<file path="config.mk">
export PLATFORM = sky130hd
export DESIGN_NAME = score_digit_renderer_flat
export DESIGN_NICKNAME = d
export VERILOG_FILES = /design/src/rtl/score_digit_renderer_pkg.sv /design/src/rtl/score_digit_renderer_if.sv /design/src/rtl/score_digit_renderer_bcd_counter.sv /design/src/rtl/score_digit_renderer.sv /design/src/flat_wrapper.sv
export SDC_FILE = /design/constraint.sdc
export NUM_CORES = 1
export LEC_CHECK = 0
export BUFFER_PORTS_ARGS = -buffer_cell sky130_fd_sc_hd__clkbuf_2
export CORE_AREA = 2 2 60 118
export CTS_BUF_LIST = sky130_fd_sc_hd__clkbuf_8
export DETAILED_ROUTE_END_ITERATION = 8
export DIE_AREA = 0 0 62 120
export PLACE_DENSITY = 0.5
export SETUP_SLACK_MARGIN = 0.2
export SLEW_MARGIN = 0
export SYNTH_ARGS = -nofsm -noshare
export SYNTH_HDL_FRONTEND = slang
export SYNTH_HIERARCHICAL = 1
export SYNTH_SLANG_ARGS = --single-unit
</file>
<file path="constraint.sdc">
create_clock -name clk -period 2.2 [get_ports clk]
set_clock_uncertainty 0.1 [all_clocks]
set_input_delay 0 -clock clk [delete_from_list [all_inputs] [get_ports clk]]
set_output_delay 0 -clock clk [all_outputs]
set_load 0.01 [all_outputs]
</file>
<file path="src/rtl/score_digit_renderer_pkg.sv">
// Shared types and constants for the score digit renderer.
// The optional macro SCORE_LEADING_ZERO_BLANK_EN is consumed by the top level.
package score_pkg;

    localparam int GLYPH_W = 32;
    localparam int GLYPH_H = 32;
    localparam int RGB_W   = 12;

    localparam logic [RGB_W-1:0] TRANSPARENT_RGB = 12'hFFF;

    typedef logic [3:0] bcd_t;

    typedef struct packed {
        bcd_t tens;
        bcd_t units;
    } score_t;

    // Stage-1 pipeline word, aligned with the ROM's returned colour.
    typedef struct packed {
        logic             in_rgn;
        logic             video_on;
        logic [RGB_W-1:0] bg;
    } stage1_t;

    function automatic bcd_t pick_digit(score_t s, logic digit_idx);
        return digit_idx ? s.units : s.tens;
    endfunction

endpackage

</file>
<file path="src/rtl/score_digit_renderer_if.sv">
// Address/data bus between the renderer and the digit glyph ROM bank.
interface score_glyph_if;
    import score_pkg::*;

    bcd_t             glyph_sel;
    logic [4:0]       glyph_row;
    logic [4:0]       glyph_col;
    logic [RGB_W-1:0] glyph_rgb;

    modport master (output glyph_sel, output glyph_row, output glyph_col, input  glyph_rgb);
    modport slave  (input  glyph_sel, input  glyph_row, input  glyph_col, output glyph_rgb);

endinterface

</file>
<file path="src/rtl/score_digit_renderer_bcd_counter.sv">
// Two-digit BCD score counter, 00..99, saturating; clear beats increment.
module score_bcd_counter
    import score_pkg::*;
(
    input  logic   clk,
    input  logic   rst_n,
    input  logic   inc,
    input  logic   clr,
    output score_t score
);

    always_ff @(posedge clk or negedge rst_n) begin
        if (!rst_n) begin
            score <= '0;
        end else if (clr) begin
            score <= '0;
        end else if (inc) begin
            if (score.tens == 4'd9 && score.units == 4'd9) begin
                score <= score;
            end else if (score.units == 4'd9) begin
                score.tens  <= score.tens + 4'd1;
                score.units <= 4'd0;
            end else begin
                score.units <= score.units + 4'd1;
            end
        end
    end

endmodule

</file>
<file path="src/rtl/score_digit_renderer.sv">
// Score overlay: per-frame score latch, glyph ROM addressing and a 2-stage colour mixer.
// Optional: SCORE_LEADING_ZERO_BLANK_EN blanks a zero tens digit.
module score_digit_renderer
    import score_pkg::*;
#(
    parameter int X0 = 560,
    parameter int Y0 = 16
) (
    input  logic             clk,
    input  logic             rst_n,
    input  logic             video_on,
    input  logic [9:0]       pixel_x,
    input  logic [9:0]       pixel_y,
    input  logic [RGB_W-1:0] bg_rgb,
    input  logic             frame_tick,
    input  logic             score_inc,
    input  logic             score_clr,
    score_glyph_if.master    rom,
    output logic [RGB_W-1:0] rgb_out,
    output logic [7:0]       score_bcd
);

    localparam logic [10:0] X_LO = 11'(X0);
    localparam logic [10:0] X_HI = 11'(X0 + 2 * GLYPH_W);
    localparam logic [10:0] Y_LO = 11'(Y0);
    localparam logic [10:0] Y_HI = 11'(Y0 + GLYPH_H);

    score_t  score;
    score_t  shown;
    stage1_t s1;

    logic [5:0] dx;
    logic [4:0] dy;
    logic       digit_idx;
    logic       in_box;
    logic       in_rgn;

    score_bcd_counter u_counter (
        .clk   (clk),
        .rst_n (rst_n),
        .inc   (score_inc),
        .clr   (score_clr),
        .score (score)
    );

    assign score_bcd = score;

    // Latches the pre-update score when frame_tick coincides with inc/clr.
    always_ff @(posedge clk or negedge rst_n) begin
        if (!rst_n)          shown <= '0;
        else if (frame_tick) shown <= score;
    end

    assign dx        = 6'(pixel_x - 10'(X0));
    assign dy        = 5'(pixel_y - 10'(Y0));
    assign digit_idx = dx[5];
    assign in_box    = ({1'b0, pixel_x} >= X_LO) && ({1'b0, pixel_x} < X_HI) &&
                       ({1'b0, pixel_y} >= Y_LO) && ({1'b0, pixel_y} < Y_HI);

`ifdef SCORE_LEADING_ZERO_BLANK_EN
    assign in_rgn = in_box && !(!digit_idx && shown.tens == 4'd0);
`else
    assign in_rgn = in_box;
`endif

    assign rom.glyph_sel = pick_digit(shown, digit_idx);
    assign rom.glyph_row = dy;
    assign rom.glyph_col = dx[4:0];

    always_ff @(posedge clk or negedge rst_n) begin
        if (!rst_n) begin
            s1      <= '0;
            rgb_out <= '0;
        end else begin
            s1.in_rgn   <= in_rgn;
            s1.video_on <= video_on;
            s1.bg       <= bg_rgb;
            if (!s1.video_on)
                rgb_out <= '0;
            else if (s1.in_rgn && rom.glyph_rgb != TRANSPARENT_RGB)
                rgb_out <= rom.glyph_rgb;
            else
                rgb_out <= s1.bg;
        end
    end

endmodule

</file>
<file path="src/flat_wrapper.sv">
// flat-port wrapper written by rule: the top's interface ports become plain ports
module score_digit_renderer_flat import score_pkg::*;
#(
    parameter int X0 = 560,
    parameter int Y0 = 16
)
  (clk, rst_n, video_on, pixel_x, pixel_y, bg_rgb, frame_tick, score_inc, score_clr, rgb_out, score_bcd, rom_glyph_sel, rom_glyph_row, rom_glyph_col, rom_glyph_rgb);
  score_glyph_if rom_i ();
  input  logic clk;
  input  logic rst_n;
  input  logic video_on;
  input  logic [9:0] pixel_x;
  input  logic [9:0] pixel_y;
  input  logic [RGB_W-1:0] bg_rgb;
  input  logic frame_tick;
  input  logic score_inc;
  input  logic score_clr;
  output logic [RGB_W-1:0] rgb_out;
  output logic [7:0] score_bcd;
  output wire logic [$bits(rom_i.glyph_sel)-1:0] rom_glyph_sel;
  output wire logic [$bits(rom_i.glyph_row)-1:0] rom_glyph_row;
  output wire logic [$bits(rom_i.glyph_col)-1:0] rom_glyph_col;
  input wire logic [$bits(rom_i.glyph_rgb)-1:0] rom_glyph_rgb;
  assign rom_glyph_sel = rom_i.glyph_sel;
  assign rom_glyph_row = rom_i.glyph_row;
  assign rom_glyph_col = rom_i.glyph_col;
  assign rom_i.glyph_rgb = rom_glyph_rgb;
  score_digit_renderer #(.X0(X0), .Y0(Y0)) u_core (.clk(clk), .rst_n(rst_n), .video_on(video_on), .pixel_x(pixel_x), .pixel_y(pixel_y), .bg_rgb(bg_rgb), .frame_tick(frame_tick), .score_inc(score_inc), .score_clr(score_clr), .rom(rom_i), .rgb_out(rgb_out), .score_bcd(score_bcd));
endmodule
</file>
==> impl_results.md <==
- Worst hold path class: in2reg
- Nets: 307
- CP Data Arrival Time: 1.87 ns
- Clock transition at the registers of the reported paths: 0.08 ns
- RSZ-0062 raised after global routing: false
- Port bufs: 67
- Worst R2R Path Depth: 5
- Worst Hold Launch: frame_tick
- Crit end category: flop
- Synth async-reset ratio: 1.00
- Antenna Nets Post-Route: 0
- Total wire length: 4690 um
- Crit path time final: 1.80 ns
- CTS Root Cell: clkbuf_8
- CP Max Fanout: 3
- RR Endpoint: u_core/u_counter/score[6]
- DR WL met2: 2840 um
- Ys flop type: dfrtp_1
- Commonest non-fill, non-tap cell in the layout: clkbuf_2
- Seq/Total Area, Yosys: 0.553
- Max cap viols: 0
- YS warnings: 6
- P&R area growth vs syn: 46.4%
- Flip-flop and latch area: 1050 um2
- Worst-Skew Late Latency: 0.29 ns
- Mapped Area: 1900 um2
- Via count: 1563
- Number of global-route vias before repair: 1640
- Post-DP HPWL: 3540 um
- F_max: 557 MHz
- Critical path class: in2reg
- Sum Neg Setup Slack: 0 ns
- DR pass1 iterations: 4
- Synthesized instance count: 148
- Power per cell area: 588 nW/um2
- Max-slew violations: 0
- Post-Syn Nets: 203
- Grt ovf: 0
- Clk sinks: 42
- Hold path depth: 2
- Final Hold Fails: 0
- EDFF count, synth: 0
- Worst-Margin Slew: 0.596 ns
- Slew headroom: 0.603
- Filler cell count in the final layout: 622
- Layout cells sized above 1: 0.391
- Syn_area_per_cell: 12.8 um2
- Diodes inserted: 0
- Total CTS buffers: 5
- Core Box Area: 6570 um2
- WHS Endpoint: u_core/shown[2]
- Avg WL per Cell: 13.8 um
- IO Pins: 84
- Status: finished clean
- Pin count of the biggest net entering global routing: 24
- H-tree Lvls: 2
- Die W: 62 um
- Final setup vio count: 0
- LEAKAGE: 0.00137 uW
- Uppermost routed layer: met4
- Startpoint Class: primary input
- Initial antenna violation count: 0
- Reg-to-reg slack, setup: 0.44 ns
- R2R Path Start: u_core/u_counter/score[1]
- Peak supply drop: 0.512 mV
- Register bit total from synthesis: 42
- WP data required: 2.27 ns
- Number of cell rows: 42
- DR vias/cell: 4.58
- Commonest non-fill, non-tap cells in the layout: clkbuf_2, dfrtp_1, dlygate4sd3_1, mux2_2
- Die Ht: 120 um
- Initial core utilization: 0.289
- Period utilization: 0.816
- Global-route wire length before repair: 7330 um
- Clock Tree Buf Depth: 2
- DRT met1 WL: 1560 um
- Die Footprint: 7440 um2
- Tot GR Track Use: 0.134
- Hold buffers post-CTS: 39
- WL met3: 205 um
- Area taken by multi-input logic gates: 734 um2
- Gpl congestion: 0.766
- Post-cts sizing count: 0
- Count of cell types in the netlist: 45
- CTS tree: built
- DRT iter0 DRCs: 49
- Fin util: 0.423
- DR DRC count: 0
- Post-CTS setup buffers: 0
[synth_stat cells (all sizes together), types with 3 or more instances]
cell type | n | area share
a21oi | 4 | 0.011
a22o | 8 | 0.037
a311oi | 3 | 0.014
a31oi | 4 | 0.013
buf | 9 | 0.038
dfrtp | 42 | 0.55
ha | 5 | 0.033
inv | 8 | 0.016
mux2 | 12 | 0.071
nand2 | 5 | 0.0099
nand3 | 3 | 0.0079
nand4 | 3 | 0.021
o21ai | 5 | 0.013
[stage by stage]
step           power (uW)  cell area, um2  setup WS [ns]  hold slack, ns  std cells
2_1_floorplan         911            1900          0.503          -0.396        148
3_3_place_gp          997            2280          0.517         -0.0999        294
3_5_place_dp          998            2280          0.474         -0.0999        294
4_1_cts              1660            2780          0.420          0.0587        341
5_1_grt              1720            2780          0.304          0.0587        341
6_report             1630            2780          0.405          0.0498        341
[critical path, cell delays in order]
cell	delay (ns)
dlygate4sd3_1	0.54
clkbuf_2	0.14
nand4_2	0.15
nor3_1	0.32
a311oi_1	0.14
dlygate4sd3_1	0.57
[layout make-up]
class	count	area share
Sequential cell	42	0.378
Multi-Input combinational cell	86	0.264
Timing Repair Buffer	108	0.266
Inverter	9	0.0126
Tap cell	88	0.0396
Clock buffer	5	0.0248
Clock inverter	3	0.0144
[flip-flops by register name (all words and copies together) (netlist names)]
register,count
u_core/u_counter/score,8
u_core/shown,8
u_core/rgb_out,12
u_core/s1,14
[how the worst max path moves through the flow]
stage / start / to / slack, ns
3_3_place_gp: u_core/u_counter/score[1] / u_core/u_counter/score[6] / 0.52
3_5_place_dp: u_core/u_counter/score[1] / u_core/u_counter/score[6] / 0.47
4_1_cts: rom_glyph_rgb[0] / u_core/rgb_out[10] / 0.42
5_1_grt: rom_glyph_rgb[11] / u_core/rgb_out[10] / 0.30
6_report: rom_glyph_rgb[9] / u_core/rgb_out[10] / 0.40
2_1_floorplan: u_core/u_counter/score[4] / u_core/u_counter/score[6] / 0.50
[power breakdown]
group | total [uW] | switching [uW] | internal, uW
Combinational | 219 | 99.7 | 120
Sequential | 817 | 15.4 | 802
Clock | 598 | 264 | 334
Total | 1630 | 379 | 1260
[cell families after synthesis]
family | Yosys count | synth area share
XOR/XNOR | 2 | 0.00922
AND/OR/NAND/NOR | 33 | 0.126
buffers and inverters | 20 | 0.0599
flip-flops | 42 | 0.553
AO/OA/AOI/OAI | 32 | 0.136
multiplexers | 14 | 0.0817
adder cells (fa/ha/maj) | 5 | 0.0329
[metal layers]
metal | GRT usage | vias to the layer above
li1 | - | 747
met1 | 0.120 | 758
met2 | 0.264 | 52
met3 | 0.0269 | 6
met4 | 0.0479 | 0
met5 | 0 | -
No activity file was read; power rests on OpenSTA's default activity.
